File: config.mk
export PLATFORM = sky130hd
export DESIGN_NAME = alu_issue_ctrl
export DESIGN_NICKNAME = d
export VERILOG_FILES = /design/src/rtl/alu_issue_ctrl.sv
export SDC_FILE = /design/constraint.sdc
export NUM_CORES = 1
export LEC_CHECK = 0
export BUFFER_PORTS_ARGS = -buffer_cell sky130_fd_sc_hd__buf_2
export CAP_MARGIN = 20
export CORE_AREA = 2 2 158 160
export CTS_CLUSTER_SIZE = 16
export DETAILED_ROUTE_END_ITERATION = 10
export DIE_AREA = 0 0 160 162
export GPL_TIMING_DRIVEN = 0
export SKIP_CTS_REPAIR_TIMING = 1
export SLEW_MARGIN = 20
export SYNTH_ARGS = -nofsm -noshare
export SYNTH_HDL_FRONTEND = slang
export SYNTH_SLANG_ARGS = --single-unit
File: constraint.sdc
create_clock -name clk -period 5.8 [get_ports clk]
set_input_delay 1.16 -clock clk [delete_from_list [all_inputs] [get_ports clk]]
set_output_delay 1.16 -clock clk [all_outputs]
set_load 0.05 [all_outputs]
File: src/rtl/alu_issue_ctrl.sv
// alu_issue_ctrl: takes one RV32I ALU instruction, decodes it, drives the ALU and hands the result to writeback.
// Latency: the result is offered on wb_valid 4 cycles after the accept cycle when the ALU answers the cycle after alu_en.
// Backpressure: instr_ready is high only in IDLE. wb_valid/wb_rd/wb_data hold until wb_ready is sampled high.
//
// Ports:
//   clk, rst                 clock, synchronous active-high reset
//   instr_valid/instr_ready  instruction handshake; instr is the RV32I word
//   rs1_addr/rs2_addr        register-file read addresses; rs1_data/rs2_data is the combinational read data
//   alu_en/alu_op/alu_a/alu_b  one-cycle ALU request with its operands
//   alu_valid/alu_result     ALU response
//   wb_valid/wb_ready        writeback handshake; wb_rd/wb_data is the destination register and the result
//   illegal                  one-cycle pulse when the instruction is not supported
//   timeout                  sticky abort flag. It is active only with ALU_ISSUE_TIMEOUT_EN and tied to 0 otherwise.
//
// Optional feature macro: ALU_ISSUE_TIMEOUT_EN. It aborts WAIT after TIMEOUT_CYCLES cycles with no alu_valid.

module alu_issue_ctrl #(
  parameter int WIDTH          = 32,
  parameter int OPW            = 5,
  parameter int TIMEOUT_CYCLES = 8
) (
  input  logic             clk,
  input  logic             rst,
  input  logic             instr_valid,
  output logic             instr_ready,
  input  logic [31:0]      instr,
  output logic [4:0]       rs1_addr,
  output logic [4:0]       rs2_addr,
  input  logic [WIDTH-1:0] rs1_data,
  input  logic [WIDTH-1:0] rs2_data,
  output logic             alu_en,
  output logic [OPW-1:0]   alu_op,
  output logic [WIDTH-1:0] alu_a,
  output logic [WIDTH-1:0] alu_b,
  input  logic             alu_valid,
  input  logic [WIDTH-1:0] alu_result,
  output logic             wb_valid,
  input  logic             wb_ready,
  output logic [4:0]       wb_rd,
  output logic [WIDTH-1:0] wb_data,
  output logic             illegal,
  output logic             timeout
);

  // Reject parameter combinations that break the opcode/immediate layout at elaboration time.
  if (OPW != WIDTH - 27) begin : g_opw_chk
    $error("alu_issue_ctrl: OPW must equal WIDTH-27");
  end
  if (TIMEOUT_CYCLES < 1) begin : g_tmo_chk
    $error("alu_issue_ctrl: TIMEOUT_CYCLES must be at least 1");
  end

  typedef enum logic [2:0] {
    S_IDLE,
    S_DECODE,
    S_ISSUE,
    S_WAIT,
    S_WB
  } state_t;

  state_t      state;
  logic [31:0] instr_q;

  assign rs1_addr = instr_q[19:15];
  assign rs2_addr = instr_q[24:20];

  // The decode is combinational from the latched word. It is registered into alu_* when DECODE exits.
  logic [OPW-1:0]   dec_op;
  logic [WIDTH-1:0] dec_b;
  logic             dec_ok;
  logic [6:0]       opc;
  logic [2:0]       f3;
  logic [6:0]       f7;
  logic [WIDTH-1:0] imm_i;
  logic [WIDTH-1:0] imm_sh;
  logic [WIDTH-1:0] imm_u;

  always_comb begin
    opc    = instr_q[6:0];
    f3     = instr_q[14:12];
    f7     = instr_q[31:25];
    imm_i  = {{(WIDTH-12){instr_q[31]}}, instr_q[31:20]};
    imm_sh = {{(WIDTH-5){1'b0}}, instr_q[24:20]};
    imm_u  = WIDTH'({instr_q[31:12], 12'b0});
    dec_op = '0;
    dec_b  = '0;
    dec_ok = 1'b0;
    case (opc)
      7'b0110011: begin
        dec_b  = rs2_data;
        dec_ok = 1'b1;
        case ({f7, f3})
          {7'h00, 3'b000}: dec_op = 5'b00001; // add
          {7'h20, 3'b000}: dec_op = 5'b00011; // sub
          {7'h00, 3'b111}: dec_op = 5'b01010; // and
          {7'h00, 3'b110}: dec_op = 5'b01100; // or
          {7'h00, 3'b100}: dec_op = 5'b01101; // xor
          {7'h00, 3'b001}: dec_op = 5'b01110; // sll
          {7'h00, 3'b101}: dec_op = 5'b01111; // srl
          {7'h20, 3'b101}: dec_op = 5'b10000; // sra
          {7'h01, 3'b000}: dec_op = 5'b00100; // mul
          {7'h01, 3'b100}: dec_op = 5'b01000; // div
          {7'h01, 3'b110}: dec_op = 5'b01001; // rem
          default:         dec_ok = 1'b0;
        endcase
      end
      7'b0010011: begin
        dec_b  = imm_i;
        dec_ok = 1'b1;
        case (f3)
          3'b000: dec_op = 5'b00001; // addi
          3'b111: dec_op = 5'b01010; // andi
          3'b110: dec_op = 5'b01100; // ori
          3'b100: dec_op = 5'b01101; // xori
          3'b001: begin             // slli: the shamt comes only from bits [24:20]
            dec_b  = imm_sh;
            dec_op = 5'b01110;
            dec_ok = (f7 == 7'h00);
          end
          3'b101: begin             // srli / srai are told apart by f7
            dec_b = imm_sh;
            if (f7 == 7'h00) begin
              dec_op = 5'b01111;
            end else if (f7 == 7'h20) begin
              dec_op = 5'b10000;
            end else begin
              dec_ok = 1'b0;
            end
          end
          default: dec_ok = 1'b0;   // slti / sltiu are not supported
        endcase
      end
      7'b0110111: begin             // lui: the ALU passes B through
        dec_b  = imm_u;
        dec_op = 5'b11000;
        dec_ok = 1'b1;
      end
      default: dec_ok = 1'b0;
    endcase
  end

`ifdef ALU_ISSUE_TIMEOUT_EN
  localparam int CW = $clog2(TIMEOUT_CYCLES + 1);
  logic [CW-1:0] wait_cnt;
`else
  assign timeout = 1'b0;
`endif

  always_ff @(posedge clk) begin
    if (rst) begin
      state       <= S_IDLE;
      instr_q     <= '0;
      instr_ready <= 1'b1;
      alu_en      <= 1'b0;
      alu_op      <= '0;
      alu_a       <= '0;
      alu_b       <= '0;
      wb_valid    <= 1'b0;
      wb_rd       <= '0;
      wb_data     <= '0;
      illegal     <= 1'b0;
`ifdef ALU_ISSUE_TIMEOUT_EN
      timeout     <= 1'b0;
      wait_cnt    <= '0;
`endif
    end else begin
      alu_en  <= 1'b0;
      illegal <= 1'b0;
      case (state)
        S_IDLE: begin
          if (instr_valid) begin
            instr_q     <= instr;
            instr_ready <= 1'b0;
            state       <= S_DECODE;
          end
        end
        S_DECODE: begin
          if (dec_ok) begin
            alu_op <= dec_op;
            alu_a  <= rs1_data;
            alu_b  <= dec_b;
            alu_en <= 1'b1;     // alu_en is high for exactly the ISSUE cycle
            state  <= S_ISSUE;
          end else begin
            illegal     <= 1'b1;
            instr_ready <= 1'b1;
            state       <= S_IDLE;
          end
        end
        S_ISSUE: begin
`ifdef ALU_ISSUE_TIMEOUT_EN
          wait_cnt <= '0;
`endif
          state <= S_WAIT;
        end
        S_WAIT: begin
          if (alu_valid) begin
            wb_data <= alu_result;
            if (instr_q[11:7] == 5'd0) begin
              // The destination is x0, so the result is dropped and no writeback is offered.
              instr_ready <= 1'b1;
              state       <= S_IDLE;
            end else begin
              wb_rd    <= instr_q[11:7];
              wb_valid <= 1'b1;
              state    <= S_WB;
            end
          end
`ifdef ALU_ISSUE_TIMEOUT_EN
          else if (wait_cnt == CW'(TIMEOUT_CYCLES - 1)) begin
            timeout     <= 1'b1;
            instr_ready <= 1'b1;
            state       <= S_IDLE;
          end else begin
            wait_cnt <= wait_cnt + CW'(1);
          end
`endif
        end
        S_WB: begin
          if (wb_ready) begin
            wb_valid    <= 1'b0;
            instr_ready <= 1'b1;
            state       <= S_IDLE;
          end
        end
        default: begin
          instr_ready <= 1'b1;
          state       <= S_IDLE;
        end
      endcase
    end
  end

endmodule

==> flow_summary.rst <==
.. list-table::
   :header-rows: 1

   * - Metric
     - Value
   * - Status
     - completed
   * - Yosys warning total
     - 0
   * - Number of remaining DRC errors
     - 0
   * - Clock tree skew after final layout
     - roughly 8.9 ps
   * - Min-Delay Startpoint
     - wb_data[5]$_SDFFE_PP0P_
   * - DRT iter0 DRCs
     - ~350
   * - Global placement routability congestion
     - 0.817
   * - Number of nets at the end of the flow
     - between 1000 and 1500
   * - Total design power
     - around 2.4 mW
   * - Number of enable-type register cells in the synthesized netlist
     - 0
   * - Largest net degree at the start of global routing
     - 17
   * - Worst setup EP type
     - flip-flop
   * - Worst IR Drop VDD
     - ~0.16 mV
   * - Cell with the biggest individual delay on the critical path
     - sky130_fd_sc_hd__nor4_1
   * - Library cells used by synthesis
     - 40
   * - Cell with the most instances after synthesis
     - sky130_fd_sc_hd__nand2_1
   * - CTS Buf Count
     - 17
   * - Post-route setup TNS
     - 0 ps
   * - Largest cells by area after synthesis
     - sky130_fd_sc_hd__dfxtp_1, sky130_fd_sc_hd__nand2_1, sky130_fd_sc_hd__mux2i_1
   * - Reg-to-reg startpoint
     - state[1]$_SDFFE_PP0P_
   * - Post-synthesis sequential element count
     - 145
   * - Master cell of the clock root buffer
     - sky130_fd_sc_hd__clkbuf_16
   * - Buffers on Ports
     - 251
   * - Top cell type's share of synthesized area
     - 0.489
   * - CP Cell Sequence
     - buf_2 -> nand3b_1 -> a21oi_1 -> nor4_1 -> clkbuf_1 -> nand2_1 -> a21oi_1
   * - Critical Path AT
     - roughly 3000 ps
   * - Worst hold endpoint
     - wb_data[5]$_SDFFE_PP0P_
   * - Number of antenna violations at the first check in global routing
     - 8
   * - Delay contributed by the slowest stage of the critical path
     - around 630 ps
   * - Filler cells
     - approximately 2700
   * - Power density relative to cell area
     - between 200 and 300 nW/um2
   * - Most used cell along the critical path
     - sky130_fd_sc_hd__a21oi_1
   * - Starting Density
     - 0.246
   * - H-tree levels
     - 4
   * - Clock tree buffer depth
     - 2
   * - Synth Cell Area
     - roughly 5900 um2
   * - Post-synthesis sequential area ratio
     - 0.489
   * - Cell accounting for the most synthesized area
     - sky130_fd_sc_hd__dfxtp_1
   * - Fraction of registers with async set or reset after synthesis
     - 0
   * - Num Clock Sinks
     - about 150
   * - Via count of the first global-routing pass
     - 5568
   * - Total global routing overflow
     - 0
   * - Worst min-delay path category
     - flip-flop to flip-flop
   * - Core region area
     - ~24000 um2
   * - Type of the setup path with the least slack
     - input port to flip-flop
   * - Gate count of the mapped netlist
     - roughly 700
   * - Die Footprint
     - around 26000 um2
   * - Number of violations of the max-capacitance limit
     - 0
   * - TritonCTS clock tree
     - yes
   * - Worst Hold Depth
     - 2
   * - Reg-to-reg setup timing slack
     - ~3300 ps
   * - Antenna Violating Nets Remaining
     - 0
   * - Total half-perimeter wirelength after legalization and detailed placement
     - approximately 15 mm
   * - Minimum period implied by the final worst setup slack
     - about 2700 ps
   * - Reg2Reg Capture Point
     - instr_q[11]$_SDFFE_PP0P_
   * - Final Hold Fails
     - 0
   * - Net count after synthesis
     - between 800 and 900
   * - GRT Util Overall
     - 0.149
   * - Number of placed I/O pins
     - around 250
   * - Final-report max-slew violation count
     - 0
   * - Area growth syn-to-layout
     - 38.6%
   * - First-pass GRT wire length
     - ~30 mm
   * - Post-detailed-route via-to-cell ratio
     - 4.43
   * - Period utilization
     - 0.470
   * - Average routed wire per standard cell
     - around 15 um
   * - Pre-Repair DR Iteration Count
     - 5
   * - Worst skew pair latency
     - around 420 ps
   * - Post-Route WL
     - between 15 and 20 mm
   * - Primary flip-flop cell chosen by synthesis mapping
     - sky130_fd_sc_hd__dfxtp_1
   * - Unrepaired setup endpoints after global routing
     - no
   * - Worst EP required
     - ~6100 ps
   * - Routed via count
     - around 6000
   * - Share of cells above drive strength 1
     - 0.330
   * - Startpoint types
     - input port
   * - Critical path peak fanout
     - 10
   * - Final Setup Violations
     - 0
   * - Count of standard-cell rows
     - 57
   * - Die span in x
     - between 150 and 200 um
   * - Most common library cells after synthesis
     - sky130_fd_sc_hd__nand2_1, sky130_fd_sc_hd__dfxtp_1, sky130_fd_sc_hd__nor2_1, sky130_fd_sc_hd__a21oi_1, sky130_fd_sc_hd__mux2i_1
   * - Mean cell area of the mapped netlist
     - ~8.4 um2
   * - Worst-case reg-to-reg path depth
     - 7
   * - Die Y-Extent
     - 162 um
   * - Max-Slew Margin vs Limit
     - 0.459
   * - Leak pwr
     - between 3 and 4 nW
   * - Max frequency
     - ~370 MHz
   * - Slew of the pin with the lowest slew margin
     - roughly 800 ps
   * - Clock-pin slew of the registers on the worst-case setup and hold paths
     - about 60 ps
   * - Min Hold Slack
     - approximately 450 ps
-- how the worst max path moves through the flow --
stage,cells after the start,end,start
global placement,7,instr_q[11]$_SDFFE_PP0P_,alu_valid
CTS,7,instr_q[11]$_SDFFE_PP0P_,alu_valid
global route,7,instr_q[11]$_SDFFE_PP0P_,alu_valid
finish,7,instr_q[11]$_SDFFE_PP0P_,alu_valid
floorplan,6,instr_q[1]$_SDFFE_PP0P_,alu_valid
detailed placement,7,instr_q[11]$_SDFFE_PP0P_,alu_valid
-- cells in the final DEF (no fill, tap or decap), types with 4 or more instances in the layout --
master / instances
sky130_fd_sc_hd__clkbuf_16: 17
sky130_fd_sc_hd__nand2_1: 169
sky130_fd_sc_hd__buf_4: 15
sky130_fd_sc_hd__mux2_2: 20
sky130_fd_sc_hd__buf_2: 258
sky130_fd_sc_hd__nand3_1: 4
sky130_fd_sc_hd__dfxtp_1: 145
sky130_fd_sc_hd__diode_2: 5
sky130_fd_sc_hd__nor2b_1: 5
sky130_fd_sc_hd__clkbuf_1: 43
sky130_fd_sc_hd__or3_1: 4
sky130_fd_sc_hd__a22oi_1: 7
sky130_fd_sc_hd__o21ai_0: 5
sky130_fd_sc_hd__nor3_1: 7
sky130_fd_sc_hd__clkbuf_8: 4
sky130_fd_sc_hd__nand3b_1: 6
sky130_fd_sc_hd__nor2_1: 86
sky130_fd_sc_hd__mux2i_1: 42
sky130_fd_sc_hd__a211oi_1: 32
sky130_fd_sc_hd__a21oi_1: 75
-- layout make-up --
cell class,count,area (um2),area share
flip-flops and latches,145,2900,0.353
multi-input cells,496,2710,0.329
repair buffers,251,1260,0.153
clock buffers,24,492,0.0598
well taps,324,405,0.0493
plain buffers,64,313,0.0380
clock inverters,8,125,0.0152
diodes,5,12.5,0.00152
inverters,3,11.3,0.00137
-- per-stage QoR --
stage | utilization | instances | worst slack [ps] | area, um2
6_report | 0.341 | 1320 | 3070 | 8230
5_1_grt | 0.341 | 1319 | 2870 | 8220
4_1_cts | 0.341 | 1315 | 3080 | 8210
3_5_place_dp | 0.315 | 1283 | 2640 | 7600
3_3_place_gp | 0.315 | 1283 | 2650 | 7600
2_1_floorplan | - | 708 | 3490 | 5930
-- critical path: cells and delay by family --
kind | cells | cell delay (ps)
and+or+nand+nor | 3 | 970
buffers and inverters | 2 | 690
AOI/OAI and AO/OA | 2 | 240
-- cells by family (layout without fill, tap and decap cells) --
family / after synthesis / count (layout) / synth area share
buf+inv: 67 / 350 / 0.0546
flops: 145 / 145 / 0.489
other cells: 1 / 6 / 0.000632
mux: 62 / 62 / 0.109
compound gates: 135 / 135 / 0.140
simple gates: 298 / 298 / 0.207
-- report_power, final --
part	switching (mW)	internal, mW
combinational	0.134	0.0896
clock	0.427	0.724
sequential	0.0187	1.02
-- flip-flops by register name, indices dropped and copies added (netlist names) --
name,count
alu_a,32
alu_b,32
alu_en,1
alu_op,5
illegal,1
instr_q,32
instr_ready,1
state,3
wb_data,32
wb_rd,5
wb_valid,1
-- per-layer routing --
metal | global-route usage | wire (um) | vias up
met4 | 0.0659 | 464 | 4
met5 | 0 | 20 | -
met1 | 0.183 | 8580 | 2684
li1 | - | - | 2935
met2 | 0.241 | 9380 | 190
met3 | 0.0460 | 1190 | 33
No activity file was read; power rests on OpenSTA's default activity.
